===== src/rtl/mips_mem_pkg.sv =====
// Shared types and constants for the Mini-MIPS load/store initiator.
// Holds the FSM state encoding, exception codes and the address-fault rule.
package mips_mem_pkg;

    localparam int DEPTH_DEF   = 256;
    localparam int TIMEOUT_DEF = 15;

    typedef enum logic [1:0] {
        S_IDLE  = 2'd0,
        S_CHECK = 2'd1,
        S_REQ   = 2'd2,
        S_RESP  = 2'd3
    } state_t;

    localparam logic [1:0] EXC_NONE     = 2'd0;
    localparam logic [1:0] EXC_MISALIGN = 2'd1;
    localparam logic [1:0] EXC_RANGE    = 2'd2;
    localparam logic [1:0] EXC_TIMEOUT  = 2'd3;

    // Misalignment outranks out-of-range so a bad low address never probes the range.
    function automatic logic [1:0] addr_fault(input logic [31:0] addr, input logic [31:0] depth);
        if (addr[1:0] != 2'b00) return EXC_MISALIGN;
        if ({2'b00, addr[31:2]} >= depth) return EXC_RANGE;
        return EXC_NONE;
    endfunction

endpackage


===== src/rtl/mem_access_initiator_if.sv =====
// Op, memory and writeback bundle between execute, the initiator and data memory.
// master = the initiator; slave = execute/memory/writeback side.
interface mem_access_initiator_if #(parameter int IDX_W = 8);

    logic             op_valid;
    logic             op_ready;
    logic             op_store;
    logic             op_fp;
    logic [4:0]       op_reg;
    logic [31:0]      op_addr;
    logic [31:0]      op_wdata;

    logic             mem_req;
    logic             mem_we;
    logic [IDX_W-1:0] mem_idx;
    logic [31:0]      mem_wdata;
    logic             mem_ack;
    logic [31:0]      mem_rdata;

    logic             wb_valid;
    logic             wb_fp;
    logic [4:0]       wb_reg;
    logic [31:0]      wb_data;
    logic             done;
    logic             exc_valid;
    logic [1:0]       exc_code;

    modport master (
        input  op_valid, op_store, op_fp, op_reg, op_addr, op_wdata, mem_ack, mem_rdata,
        output op_ready, mem_req, mem_we, mem_idx, mem_wdata,
               wb_valid, wb_fp, wb_reg, wb_data, done, exc_valid, exc_code
    );

    modport slave (
        output op_valid, op_store, op_fp, op_reg, op_addr, op_wdata, mem_ack, mem_rdata,
        input  op_ready, mem_req, mem_we, mem_idx, mem_wdata,
               wb_valid, wb_fp, wb_reg, wb_data, done, exc_valid, exc_code
    );

endinterface


===== src/rtl/mem_access_initiator_timeout_ctr.sv =====
// Request wait timer: cleared before a request, counts each waiting cycle,
// flags expiry on the cycle the count reaches TIMEOUT-1.
module mem_timeout_ctr #(
    parameter int TIMEOUT = 15
) (
    input  logic clk,
    input  logic rst_n,
    input  logic clr_i,
    input  logic en_i,
    output logic expire_o
);

    logic [7:0] cnt_q, cnt_d;

    always_comb begin
        cnt_d = cnt_q;
        if (clr_i)     cnt_d = 8'd0;
        else if (en_i) cnt_d = cnt_q + 8'd1;
    end

    always_ff @(posedge clk or negedge rst_n) begin
        if (!rst_n) cnt_q <= 8'd0;
        else        cnt_q <= cnt_d;
    end

    assign expire_o = en_i && (cnt_q == 8'(TIMEOUT - 1));

endmodule


===== src/rtl/mem_access_initiator.sv =====
// Single-outstanding load/store initiator: latches one op, checks the address,
// runs the memory req/ack handshake and retires with writeback or an exception.
module mem_access_initiator
    import mips_mem_pkg::*;
#(
    parameter int DEPTH   = DEPTH_DEF,
    parameter int IDX_W   = $clog2(DEPTH),
    parameter int TIMEOUT = TIMEOUT_DEF
) (
    input  logic                  clk,
    input  logic                  rst_n,
    mem_access_initiator_if.master bus
);

    state_t           state_q;
    logic             store_q, fp_q;
    logic [4:0]       reg_q;
    logic [31:0]      addr_q;

    logic             op_ready_q, mem_req_q, mem_we_q;
    logic [IDX_W-1:0] mem_idx_q;
    logic [31:0]      mem_wdata_q;
    logic             wb_valid_q, wb_fp_q, done_q, exc_valid_q;
    logic [4:0]       wb_reg_q;
    logic [31:0]      wb_data_q;
    logic [1:0]       exc_code_q;

    logic [1:0]       chk_code;
    logic             expire;

    assign chk_code = addr_fault(addr_q, 32'(DEPTH));

    mem_timeout_ctr #(.TIMEOUT(TIMEOUT)) u_tmr (
        .clk      (clk),
        .rst_n    (rst_n),
        .clr_i    (state_q == S_CHECK),
        .en_i     (state_q == S_REQ),
        .expire_o (expire)
    );

    always_ff @(posedge clk or negedge rst_n) begin
        if (!rst_n) begin
            state_q     <= S_IDLE;
            store_q     <= 1'b0;
            fp_q        <= 1'b0;
            reg_q       <= 5'd0;
            addr_q      <= 32'd0;
            op_ready_q  <= 1'b1;
            mem_req_q   <= 1'b0;
            mem_we_q    <= 1'b0;
            mem_idx_q   <= '0;
            mem_wdata_q <= 32'd0;
            wb_valid_q  <= 1'b0;
            wb_fp_q     <= 1'b0;
            wb_reg_q    <= 5'd0;
            wb_data_q   <= 32'd0;
            done_q      <= 1'b0;
            exc_valid_q <= 1'b0;
            exc_code_q  <= EXC_NONE;
        end else begin
            done_q      <= 1'b0;
            wb_valid_q  <= 1'b0;
            exc_valid_q <= 1'b0;
            case (state_q)
                S_IDLE: begin
                    if (bus.op_valid && op_ready_q) begin
                        store_q     <= bus.op_store;
                        fp_q        <= bus.op_fp;
                        reg_q       <= bus.op_reg;
                        addr_q      <= bus.op_addr;
                        mem_we_q    <= bus.op_store;
                        mem_idx_q   <= bus.op_addr[IDX_W+1:2];
                        mem_wdata_q <= bus.op_wdata;
                        op_ready_q  <= 1'b0;
                        state_q     <= S_CHECK;
                    end
                end
                S_CHECK: begin
                    if (chk_code != EXC_NONE) begin
                        done_q      <= 1'b1;
                        exc_valid_q <= 1'b1;
                        exc_code_q  <= chk_code;
                        wb_fp_q     <= fp_q;
                        wb_reg_q    <= reg_q;
                        state_q     <= S_RESP;
                    end else begin
                        mem_req_q   <= 1'b1;
                        state_q     <= S_REQ;
                    end
                end
                S_REQ: begin
                    // Ack is tested first so an ack on the expiry cycle still succeeds.
                    if (bus.mem_ack) begin
                        mem_req_q   <= 1'b0;
                        done_q      <= 1'b1;
                        exc_code_q  <= EXC_NONE;
                        wb_fp_q     <= fp_q;
                        wb_reg_q    <= reg_q;
                        if (!store_q) begin
                            wb_valid_q <= 1'b1;
                            wb_data_q  <= bus.mem_rdata;
                        end
                        state_q     <= S_RESP;
                    end else if (expire) begin
                        mem_req_q   <= 1'b0;
                        done_q      <= 1'b1;
                        exc_valid_q <= 1'b1;
                        exc_code_q  <= EXC_TIMEOUT;
                        wb_fp_q     <= fp_q;
                        wb_reg_q    <= reg_q;
                        state_q     <= S_RESP;
                    end
                end
                S_RESP: begin
                    op_ready_q <= 1'b1;
                    state_q    <= S_IDLE;
                end
                default: begin
                    op_ready_q <= 1'b1;
                    mem_req_q  <= 1'b0;
                    state_q    <= S_IDLE;
                end
            endcase
        end
    end

    assign bus.op_ready  = op_ready_q;
    assign bus.mem_req   = mem_req_q;
    assign bus.mem_we    = mem_we_q;
    assign bus.mem_idx   = mem_idx_q;
    assign bus.mem_wdata = mem_wdata_q;
    assign bus.wb_valid  = wb_valid_q;
    assign bus.wb_fp     = wb_fp_q;
    assign bus.wb_reg    = wb_reg_q;
    assign bus.wb_data   = wb_data_q;
    assign bus.done      = done_q;
    assign bus.exc_valid = exc_valid_q;
    assign bus.exc_code  = exc_code_q;

endmodule


===== src/flat_wrapper.sv =====
// flat-port wrapper written by rule: the top's interface ports become plain ports
module mem_access_initiator_flat import mips_mem_pkg::*;
#(
    parameter int DEPTH   = DEPTH_DEF,
    parameter int IDX_W   = $clog2(DEPTH),
    parameter int TIMEOUT = TIMEOUT_DEF
)
  (clk, rst_n, bus_op_valid, bus_op_store, bus_op_fp, bus_op_reg, bus_op_addr, bus_op_wdata, bus_mem_ack, bus_mem_rdata, bus_op_ready, bus_mem_req, bus_mem_we, bus_mem_idx, bus_mem_wdata, bus_wb_valid, bus_wb_fp, bus_wb_reg, bus_wb_data, bus_done, bus_exc_valid, bus_exc_code);
  mem_access_initiator_if #(.IDX_W(IDX_W)) bus_i ();
  input  logic clk;
  input  logic rst_n;
  input wire logic [$bits(bus_i.op_valid)-1:0] bus_op_valid;
  input wire logic [$bits(bus_i.op_store)-1:0] bus_op_store;
  input wire logic [$bits(bus_i.op_fp)-1:0] bus_op_fp;
  input wire logic [$bits(bus_i.op_reg)-1:0] bus_op_reg;
  input wire logic [$bits(bus_i.op_addr)-1:0] bus_op_addr;
  input wire logic [$bits(bus_i.op_wdata)-1:0] bus_op_wdata;
  input wire logic [$bits(bus_i.mem_ack)-1:0] bus_mem_ack;
  input wire logic [$bits(bus_i.mem_rdata)-1:0] bus_mem_rdata;
  output wire logic [$bits(bus_i.op_ready)-1:0] bus_op_ready;
  output wire logic [$bits(bus_i.mem_req)-1:0] bus_mem_req;
  output wire logic [$bits(bus_i.mem_we)-1:0] bus_mem_we;
  output wire logic [$bits(bus_i.mem_idx)-1:0] bus_mem_idx;
  output wire logic [$bits(bus_i.mem_wdata)-1:0] bus_mem_wdata;
  output wire logic [$bits(bus_i.wb_valid)-1:0] bus_wb_valid;
  output wire logic [$bits(bus_i.wb_fp)-1:0] bus_wb_fp;
  output wire logic [$bits(bus_i.wb_reg)-1:0] bus_wb_reg;
  output wire logic [$bits(bus_i.wb_data)-1:0] bus_wb_data;
  output wire logic [$bits(bus_i.done)-1:0] bus_done;
  output wire logic [$bits(bus_i.exc_valid)-1:0] bus_exc_valid;
  output wire logic [$bits(bus_i.exc_code)-1:0] bus_exc_code;
  assign bus_i.op_valid = bus_op_valid;
  assign bus_i.op_store = bus_op_store;
  assign bus_i.op_fp = bus_op_fp;
  assign bus_i.op_reg = bus_op_reg;
  assign bus_i.op_addr = bus_op_addr;
  assign bus_i.op_wdata = bus_op_wdata;
  assign bus_i.mem_ack = bus_mem_ack;
  assign bus_i.mem_rdata = bus_mem_rdata;
  assign bus_op_ready = bus_i.op_ready;
  assign bus_mem_req = bus_i.mem_req;
  assign bus_mem_we = bus_i.mem_we;
  assign bus_mem_idx = bus_i.mem_idx;
  assign bus_mem_wdata = bus_i.mem_wdata;
  assign bus_wb_valid = bus_i.wb_valid;
  assign bus_wb_fp = bus_i.wb_fp;
  assign bus_wb_reg = bus_i.wb_reg;
  assign bus_wb_data = bus_i.wb_data;
  assign bus_done = bus_i.done;
  assign bus_exc_valid = bus_i.exc_valid;
  assign bus_exc_code = bus_i.exc_code;
  mem_access_initiator #(.DEPTH(DEPTH), .IDX_W(IDX_W), .TIMEOUT(TIMEOUT)) u_core (.clk(clk), .rst_n(rst_n), .bus(bus_i));
endmodule

===== config.mk =====
export PLATFORM = sky130hd
export DESIGN_NAME = mem_access_initiator_flat
export DESIGN_NICKNAME = d
export VERILOG_FILES = /design/src/rtl/mips_mem_pkg.sv /design/src/rtl/mem_access_initiator_if.sv /design/src/rtl/mem_access_initiator_timeout_ctr.sv /design/src/rtl/mem_access_initiator.sv /design/src/flat_wrapper.sv
export SDC_FILE = /design/constraint.sdc
export NUM_CORES = 1
export LEC_CHECK = 0
export ABC_AREA = 1
export BUFFER_PORTS_ARGS = -buffer_cell sky130_fd_sc_hd__buf_2
export CORE_MARGIN = 2
export CORE_UTILIZATION = 53
export DETAILED_ROUTE_END_ITERATION = 16
export PLACE_DENSITY_LB_ADDON = 0.12
export RECOVER_POWER = 50
export SLEW_MARGIN = 20
export SYNTH_ARGS = -nofsm -noshare
export SYNTH_HDL_FRONTEND = slang
export SYNTH_HIERARCHICAL = 1
export SYNTH_SLANG_ARGS = --single-unit

===== constraint.sdc =====
create_clock -name clk -period 4.2 [get_ports clk]
set_input_delay 0.21 -clock clk [delete_from_list [all_inputs] [get_ports clk]]
set_output_delay 0.21 -clock clk [all_outputs]
set_load 0.02 [all_outputs]

==> metrics.txt <==
outcome finished, violations left; failing checks max-capacitance violations, max-slew violations; WL/cell 13.9 µm; pwr/cell area 710 mW/mm²; Met1 Routed Length between 5000 and 6000 µm; Filler Cells Inserted 644; Synth Area in Simple Gates 0.320; die area approximately 0.011 mm²; total grt overflow 0; Max Slew Vio Count 89; Vias/cell 4.90; diode count 0; startpoint types register; final WL 14600 µm; Rows 36; Fin Clk Skew approximately 0.014 ns; Die X 103 µm; Mapped Avg Cell Area around 8.4 µm²; Max IR drop VDD 0.497 mV; cell leakage power 4.11 nW; placed cell area 0.00621 mm²; Core Box Area 0.00968 mm²; first-pass GRT wire length 22300 µm; TritonCTS clock tree yes; Post-CTS Setup Repair Bufs 0; Syn. warnings 6; Max Cap Viol 1; CTS H-tree lvls 4; main combinational cell family by area after synthesis simple AND/OR/NAND/NOR gates; via count 5155; Post-DRT Antenna Nets 0; WL met3 1070 µm; Critical Path AT 3.31 ns; DR top layer met4; # clock sinks 126; Critical-path top delay cell nor2_1; Power, Total 5.46 mW; nets between 1k and 1.5k; initial DRC count 228; drt drc 0; final hold viol count 0; Worst EP required roughly 4.6 ns; Crit path top cell by count nand2_1; worst-margin pin slew around 2.1 ns; number of I/O port buffers 192; top cell family by delay on the critical path simple AND/OR/NAND/NOR gates; antenna violations before repair 0; compound-cell area share of the yosys netlist 0.0139; Syn Inst Count between 600 and 700; share of cells above drive strength 1 0.166; Hold WC Path Type input port to register; CTS Buf Count 17; synth unique cells 22; endpoints failing setup 0; Final GP Congestion 0.820; sequential cell area roughly 0.0032 mm²; Critical Path Sink Type register; DRT Pass-1 Iters 5; CP Cell Sequence inv_1 > ha_1 > nand3_1 > nor4_1 > nor2_1 > nor2_1 > nand2_1 > nand2_1 > nand2_1; DP HPWL 8220 µm; I/O Pins 193; area of the multi-input gates 0.00182 mm²; clk slew on worst S/H paths 0.05 ns; post-synthesis mux area share 0; crit-path max cell delay 0.55 ns; post-synthesis xor/xnor area fraction 0; Tmin final 2.91 ns; top cells by area, synth dfrtp_1 60%, nand2_1 26%, nor2_1 2.3%; WP buf/inv 1; RSZ-0062 raised after global routing no; clock latency on the worst-skew pair 0.53 ns; largest net degree at the start of global routing 89; GR Util All Layers 0.274; CP Max Fanout 15; CP Class register to register; vias in the first global route 5003; top cell type's share of synthesized area 0.599; Synth Area in Adders 0.0144; Synth Register Bits 126; setup TNS 0 ns; Area Overhead vs Synth 47.2%; Die H 103 µm; routed length on met2 7200 µm; Starting Density 0.539; Final Cycle Share 0.692; slew margin rel. -0.400; fmax about 340 MHz; Yosys top cell by area dfrtp_1; Mapped Area 0.00522 mm²; Clock Tree Root clkbuf_8; Max Buffers Root-to-Sink 2; Syn Nets between 700 and 800; final instance area 0.00769 mm²; post-CTS resize count 0; sequential fraction of the synthesis area 0.604
==> per-stage QoR <==
stage                     cells  setup WS [ns]   util  hold WS (ns)
after floorplan             621           2.15      -       -0.0856
after global placement      919           1.57  0.641         0.409
after detailed placement    919           1.37  0.641         0.413
after CTS                  1053           1.33  0.805        0.0509
after global routing       1053          0.967  0.794        0.0673
final                      1053           1.29  0.794        0.0633
==> power by group <==
part | internal [mW] | total [mW] | switching, mW
logic | 0.622 | 2.10 | 1.47
clock network | 0.836 | 1.32 | 0.486
registers | 1.74 | 2.04 | 0.298
total | 3.20 | 5.46 | 2.26
==> worst paths after layout <==
check	from	to	cells after the start	slack (ns)
max in group asynchronous	rst_n	u_core/reg_q[0]	3	1.94
setup reg to reg	u_core/state_q[0]	u_core/bus.wb_reg[3]	9	1.29
hold reg to reg	u_core/bus.wb_data[9]	u_core/bus.wb_data[9]	2	0.47
setup / recovery	u_core/state_q[0]	u_core/bus.wb_reg[3]	9	1.29
min in group asynchronous	rst_n	u_core/addr_q[9]	2	0.80
hold / removal	bus_mem_ack	u_core/bus.done	3	0.06
==> worst register-to-register path, stage by stage, from the launching register on <==
cell and delay (ns):
dfrtp_1 0.43, inv_1 0.11, ha_1 0.53, nand3_1 0.14
nor4_1 0.36, nor2_1 0.13, nor2_1 0.55, nand2_1 0.35
nand2_1 0.14, nand2_1 0.06
==> final cells by class <==
class	count	share of cell area
Clock buffer	24	0.0625
Tap cell	133	0.0216
Clock inverter	6	0.00781
Multi-Input combinational cell	442	0.236
Timing Repair Buffer	299	0.250
Inverter	23	0.0114
Sequential cell	126	0.410
==> routing by layer <==
metal | vias to the layer above | GRT usage
met5 | - | 0
met4 | 0 | 0.160
li1 | 2465 | -
met1 | 2405 | 0.317
met2 | 229 | 0.448
met3 | 56 | 0.0921
==> cell usage in the layout, fill, tap and decap left out, types with 2 or more instances in the layout <==
master         instances
buf_4                  3
dfrtp_1              125
o21ai_0                8
nor2_4                 2
nor3_4                 2
nand2_1              360
nand3_1               16
clkinv_2               4
clkbuf_16             16
nor3_1                 2
inv_1                 18
inv_2                  4
a21oi_1                5
nand4_1                4
nor2_1                32
dlygate4sd3_1        104
nand2_2                2
clkinvlp_4             2
buf_2                109
ha_1                   6
clkbuf_8               5
clkbuf_1              85
==> repair_timing <==
action / in CTS / in global routing
hold endpoints to repair: 189 / 0
setup endpoints to repair: 0 / 0
hold buffers: 104 / 0
==> cells by family (layout without fill, tap and decap cells) <==
kind of cell / count (synthesis) / in the layout
AOI/OAI and AO/OA: 14 / 14
adders and majority gates: 6 / 6
buffers and inverters: 53 / 352
DFF: 126 / 126
and+or+nand+nor: 422 / 422
==> cell usage after synthesis <==
cell type	number
nand2_1	360
dfrtp_1	125
nor2_1	32
inv_1	18
nand3_1	16
buf_2	12
clkbuf_1	9
buf_4	8
o21ai_0	8
ha_1	6
a21oi_1	5
inv_2	5
nand4_1	4
nand2_2	2
nor2_4	2
nor3_1	2
nor3_4	2
a211oi_1	1
buf_6	1
dfstp_2	1
nand3_2	1
nor4_1	1
(Power assumes the default switching activity.)
